## src/rtl/gpr_wb_pkg.sv

```systemverilog
// Shared types and constants for the GPR write-back arbiter and its result FIFO.
package gpr_wb_pkg;

  localparam int REG_AW = 5;
  localparam int DATA_W = 32;
  localparam logic [REG_AW-1:0] ZERO_REG = 5'd0;

  typedef struct packed {
    logic [REG_AW-1:0] rd;
    logic [DATA_W-1:0] data;
  } wb_entry_t;

  // Which source owns the GPR write port this cycle.
  typedef enum logic [1:0] {
    SRC_NONE,
    SRC_ALU,
    SRC_FIFO
  } wb_src_e;

endpackage

```

## src/rtl/gpr_wb_fifo.sv

```systemverilog
// In-order buffer for long-latency write-back results; pointers carry an extra wrap bit
// so full and empty are distinguished without a separate counter.
module gpr_wb_fifo
  import gpr_wb_pkg::*;
#(
  parameter int DEPTH = 4
) (
  input  logic                   clk,
  input  logic                   rst,
  input  logic                   push,
  input  wb_entry_t              wdata,
  input  logic                   pop,
  output wb_entry_t              rdata,
  output logic [$clog2(DEPTH):0] count,
  output logic                   full,
  output logic                   empty
);

  localparam int AW = $clog2(DEPTH);

  wb_entry_t     mem [DEPTH];
  logic [AW:0]   wr_ptr;
  logic [AW:0]   rd_ptr;

  // NOTE: the storage array is deliberately not reset; an entry is only read after it
  // has been written, so validity lives entirely in the pointers.
  always_ff @(posedge clk) begin
    if (push) mem[wr_ptr[AW-1:0]] <= wdata;
  end

  always_ff @(posedge clk or posedge rst) begin
    if (rst) begin
      wr_ptr <= '0;
      rd_ptr <= '0;
    end else begin
      if (push) wr_ptr <= wr_ptr + 1'b1;
      if (pop)  rd_ptr <= rd_ptr + 1'b1;
    end
  end

  assign rdata = mem[rd_ptr[AW-1:0]];
  assign count = wr_ptr - rd_ptr;
  assign empty = (wr_ptr == rd_ptr);
  assign full  = (wr_ptr[AW] != rd_ptr[AW]) && (wr_ptr[AW-1:0] == rd_ptr[AW-1:0]);

endmodule

```

## src/rtl/gpr_wb_arbiter.sv

```systemverilog
// GPR write-port arbiter: merges ALU results with buffered long-latency results, bounds
// FIFO starvation, and keeps the per-register busy scoreboard used by decode for RAW stalls.
module gpr_wb_arbiter
  import gpr_wb_pkg::*;
#(
  parameter int DEPTH        = 4,
  parameter int STARVE_LIMIT = 3
) (
  input  logic                   clk,
  input  logic                   rst,
  input  logic                   alu_wr_en,
  input  logic [REG_AW-1:0]      alu_wr_rd,
  input  logic [DATA_W-1:0]      alu_wr_data,
  output logic                   alu_wr_ready,
  input  logic                   ll_valid,
  input  logic [REG_AW-1:0]      ll_rd,
  input  logic [DATA_W-1:0]      ll_data,
  output logic                   ll_ready,
  input  logic                   iss_ll,
  input  logic [REG_AW-1:0]      iss_rd,
  input  logic [REG_AW-1:0]      q_ra,
  input  logic [REG_AW-1:0]      q_rb,
  output logic                   busy_a,
  output logic                   busy_b,
  output logic                   RegWr,
  output logic [REG_AW-1:0]      rw,
  output logic [DATA_W-1:0]      busW,
  output logic [$clog2(DEPTH):0] fifo_count
);

  localparam int SW = $clog2(STARVE_LIMIT + 1);
  localparam int NREG = 1 << REG_AW;

  wb_entry_t         head;
  logic              fifo_full;
  logic              fifo_empty;
  logic              push;
  logic              pop;
  logic              force_fifo;
  logic              wr_fire;
  wb_src_e           src;
  logic [REG_AW-1:0] wr_rd;
  logic [DATA_W-1:0] wr_data;
  logic [SW-1:0]     starve_cnt;
  logic [NREG-1:0]   busy;
  logic [NREG-1:0]   busy_nxt;

  assign push = ll_valid && !fifo_full;

  gpr_wb_fifo #(.DEPTH(DEPTH)) u_fifo (
    .clk   (clk),
    .rst   (rst),
    .push  (push),
    .wdata ('{rd: ll_rd, data: ll_data}),
    .pop   (pop),
    .rdata (head),
    .count (fifo_count),
    .full  (fifo_full),
    .empty (fifo_empty)
  );

  assign force_fifo   = !fifo_empty && (starve_cnt == SW'(STARVE_LIMIT));
  assign alu_wr_ready = !force_fifo;
  assign ll_ready     = !fifo_full;

  // NOTE: every signal driven here gets a default first, so no path leaves one unassigned
  // and no latch is inferred.
  always_comb begin
    src      = SRC_NONE;
    wr_rd    = ZERO_REG;
    wr_data  = '0;
    if (force_fifo)       src = SRC_FIFO;
    else if (alu_wr_en)   src = SRC_ALU;
    else if (!fifo_empty) src = SRC_FIFO;

    if (src == SRC_ALU) begin
      wr_rd   = alu_wr_rd;
      wr_data = alu_wr_data;
    end else if (src == SRC_FIFO) begin
      wr_rd   = head.rd;
      wr_data = head.data;
    end
  end

  assign pop     = (src == SRC_FIFO);
  assign wr_fire = (src != SRC_NONE) && (wr_rd != ZERO_REG);

  // A pop and a new issue to the same register can coincide; the set is applied last so it wins.
  always_comb begin
    busy_nxt = busy;
    if (pop && head.rd != ZERO_REG)     busy_nxt[head.rd] = 1'b0;
    if (iss_ll && iss_rd != ZERO_REG)   busy_nxt[iss_rd]  = 1'b1;
  end

  // NOTE: all state below uses non-blocking assignments so every register samples
  // the pre-edge values regardless of block ordering.
  always_ff @(posedge clk or posedge rst) begin
    if (rst) begin
      starve_cnt <= '0;
      busy       <= '0;
      RegWr      <= 1'b0;
      rw         <= ZERO_REG;
      busW       <= '0;
    end else begin
      if (pop || fifo_empty)  starve_cnt <= '0;
      else if (src == SRC_ALU) starve_cnt <= starve_cnt + 1'b1;
      busy  <= busy_nxt;
      RegWr <= wr_fire;
      if (wr_fire) begin
        rw   <= wr_rd;
        busW <= wr_data;
      end
    end
  end

  assign busy_a = busy[q_ra];
  assign busy_b = busy[q_rb];

  // Decode must stall on busy, so a second issue to a pending register is only legal
  // in the cycle that register's result leaves the FIFO.
  a_one_outstanding: assert property (@(posedge clk) disable iff (rst)
    (iss_ll && iss_rd != ZERO_REG && busy[iss_rd]) |-> (pop && head.rd == iss_rd));

endmodule
```

## config.mk

```make
export PLATFORM = sky130hd
export DESIGN_NAME = gpr_wb_arbiter
export DESIGN_NICKNAME = d
export VERILOG_FILES = /design/src/rtl/gpr_wb_pkg.sv /design/src/rtl/gpr_wb_fifo.sv /design/src/rtl/gpr_wb_arbiter.sv
export SDC_FILE = /design/constraint.sdc
export NUM_CORES = 1
export LEC_CHECK = 0
export ABC_AREA = 1
export BUFFER_PORTS_ARGS = -buffer_cell sky130_fd_sc_hd__buf_4
export CAP_MARGIN = 15
export CORE_ASPECT_RATIO = 0.8
export CORE_UTILIZATION = 62
export CTS_CLUSTER_SIZE = 12
export DETAILED_ROUTE_END_ITERATION = 10
export GPL_TIMING_DRIVEN = 1
export HOLD_SLACK_MARGIN = 0.06
export PLACE_DENSITY_LB_ADDON = 0.25
export RECOVER_POWER = 50
export SYNTH_ARGS = -nofsm -noshare
export SYNTH_HDL_FRONTEND = slang
export SYNTH_SLANG_ARGS = --single-unit
```

## constraint.sdc

```tcl
create_clock -name clk -period 6.68 [get_ports clk]
set_input_delay 0.334 -clock clk [delete_from_list [all_inputs] [get_ports clk]]
set_output_delay 0.334 -clock clk [all_outputs]
set_load 0.01 [all_outputs]
```

==> results_dict.tcl <==
set metrics [dict create \
    grt_max_degree 79 \
    muxShareOfSynthArea 0 \
    cp-start-kind "primary input" \
    viasPerCell 5.946 \
    gp_congestion 0.9194 \
    cts_made_buffers 23 \
    hpwlAfterDp_mm 16.37 \
    relSlewSlack -1.812 \
    cts_tree "done" \
    synth_top_area_frac 0.4320 \
    crit_slowest_cell "clkbuf_1" \
    worstMarginPinSlew_ns 4.218 \
    ant_nets 0 \
    drive_gt1_frac 0.1273 \
    cts_max_path_buffers 3 \
    wl_per_cell_um 18.82 \
    ys.flop_type "edfxtp_1" \
    netlist_area_mm2 0.01029 \
    firstDrtPassIters 7 \
    htree_levels 1 \
    drv_slew 79 \
    ir_drop_mv 0.2397 \
    io_pins 139 \
    max_stage_delay_ns 2.93 \
    synthSimpleGateAreaFrac 0.2207 \
    cts_resized 0 \
    critPathKind "in2async" \
    synthToLayoutAreaGrowth_pct 18.39 \
    status "finished, violations left" \
    netlist_instances 1034 \
    synth-compound-area-share 0.09011 \
    ys_ff_latch 226 \
    dieArea_mm2 0.01712 \
    die_w_um 146.0 \
    timing.final.crit_share 0.6251 \
    synth_seq_area_share 0.6217 \
    grt_overflow_total 0 \
    final_cell_area_mm2 0.01218 \
    async_reset_ff_frac 0.3451 \
    ff2ff_setup_slack_ns 2.86 \
    max_freq_mhz 239.5 \
    drcViolationCount 0 \
    clkTransAtPathRegs_ns 0.06 \
    port_buffers 138 \
    finClkSkew_ns 0.01003 \
    violations "max-capacitance violations, max-slew violations" \
    synth_cell_types 35 \
    core_mm2 0.01601 \
    placed_cell_area_mm2 0.01137 \
    yosysTopAreaCell "edfxtp_1" \
    diodes 0 \
    antenna_found_initial 0 \
    synthXorXnorAreaFrac 0.004256 \
    clock_sinks 226 \
    yosysWarningCount 0 \
    crit_top_cell "clkbuf_1" \
    cts_root_buf "clkbuf_16" \
    rr_startpoint "u_fifo.rd_ptr[0]" \
    hp-start "alu_wr_data[8]" \
    reg2reg_to "busW[17]" \
    row_count 41 \
    p_per_area_mw_per_mm2 448.1 \
    p_leak_nw 5.090 \
    vias 8425 \
    initial_core_util 0.6428 \
    setup_violations 0 \
    drv_cap 1 \
    grt_pass1_wl_mm 42.01 \
    fin_hold_ws_ns 0.1549 \
    tns_ns 0 \
    grt_pass1_vias 8086 \
    syn_nets 1137 \
    synth.avg_cell_area_um2 9.950 \
    worstPathCellList "clkbuf_1 -> clkinvlp_2 -> clkbuf_1" \
    r2r_cells 13 \
    synth_top_family_by_area "simple AND/OR/NAND/NOR gates" \
    wl_mm 26.67 \
    rsz0062_at_grt "false" \
    synth_edf_count 148 \
    grt.total_usage 0.3199 \
    dieHeight_um 117.2 \
    finalHoldViolations 0 \
    whs_endpoint "busW[8]" \
    synth_area_leaders "edfxtp_1 (43%), dfrtp_1 (19%), nand2_1 (11%), o21ai_0 (5.3%), nor2_1 (3.4%)" \
    insertion_delay_ns 0.51 \
    period_minus_slack_ns 4.176 \
    crit_arrival_ns 3.46 \
    cp.required_ns 5.97 \
    crit_path_end_kind "asynchronous set/reset pin" \
    layout.nets 1289 \
    holdPathStages 5 \
    holdCritPathClass "in2reg" \
    synth_fa_ha_area_frac 0.01167 \
    drtIter0Drc 964 \
    worst-path-max-fanout 78 \
]
-- sequential cells by signal, summed over array words and instances, names as in the netlist --
register / count
starve_cnt: 2
rw: 5
u_fifo.rd_ptr: 3
RegWr: 1
u_fifo.wr_ptr: 3
busW: 32
busy: 32
u_fifo.mem: 148
-- stage by stage --
stage               power, mW    util  cells  worst slack [ns]
global placement        4.224  0.7089   1338             3.076
finish                  5.457  0.7610   1417             2.504
CTS                     5.493  0.7751   1417             2.935
floorplan               3.603       -   1034             3.025
detailed placement      4.316  0.7106   1339             2.955
global route            5.781  0.7610   1417             1.531
-- placed cells by master (no fill, tap or decap), types with 5 or more instances in the layout --
master,instances
inv_1,41
nand2_4,5
o22ai_1,32
nand4_1,38
ha_1,8
o21ai_0,109
dlygate4sd3_1,37
buf_4,88
nand3_1,64
clkbuf_16,23
nor2_1,90
nand2_1,292
nor3_1,11
nand2_2,11
clkbuf_1,73
dfrtp_1,77
edfxtp_1,148
a21oi_1,13
-- cells in the mapped netlist (11+ instances only) --
library cell and instances:
nand2_1 292, edfxtp_1 148, o21ai_0 109, nor2_1 94
dfrtp_1 78, nand3_1 64, inv_1 42, nand4_1 38
o22ai_1 32, clkbuf_1 29, a21oi_1 13, buf_2 13
nand2_2 11, nor3_1 11
-- layer usage --
layer | wire length [µm] | track usage | vias up
met4 | 434 | 0.08681 | 0
met1 | 10660 | 0.4473 | 3960
met5 | 0 | 0 | -
met2 | 12440 | 0.5155 | 565
li1 | - | - | 3858
met3 | 3138 | 0.07132 | 42
-- where the power goes --
group	internal, mW	total, mW	leakage, nW	switching (mW)
Combinational	0.660	2.06	2.46	1.41
Sequential	1.95	2.24	2.30	0.282
Clock	0.653	1.16	0.322	0.503
-- worst max-delay path by stage --
| stage | startpoint | end | slack, ns |
|---|---|---|---|
| final | rst | u_fifo.rd_ptr[0] | 2.50 |
| after detailed placement | u_fifo.rd_ptr[0] | busW[17] | 2.96 |
| after global placement | u_fifo.rd_ptr[0] | busW[21] | 3.08 |
| after CTS | u_fifo.rd_ptr[0] | busW[27] | 2.93 |
| after floorplan | u_fifo.rd_ptr[1] | u_fifo.mem[3][0] | 3.03 |
| after global routing | rst | u_fifo.rd_ptr[0] | 1.53 |
-- worst max-delay path, delay by kind of cell --
family | cells | cell delay, ns
buf+inv | 3 | 3.06
-- layout make-up --
cell class	count	area, µm²
clock buffers	37	638.1
clock inverters	4	23.77
fillers	1130	3825
inverters	46	176.4
multi-input cells	703	3392
flip-flops and latches	226	6397
well taps	215	269.0
repair buffers	186	1284
-- timing repair --
item                                   4_1_cts  5_1_grt
endpoints found under the hold margin      148        0
hold buffers                                37        0
buffers inserted                             0        0
setup endpoints to repair                    0        0
-- kinds of logic after synthesis --
logic type / Yosys count
AOI/OAI and AO/OA: 168
and+or+nand+nor: 521
xor gates and xnor gates: 5
adders and majority gates: 9
DFF: 226
buffers and inverters: 105
Note: power is estimated with default switching activity, not from simulation.
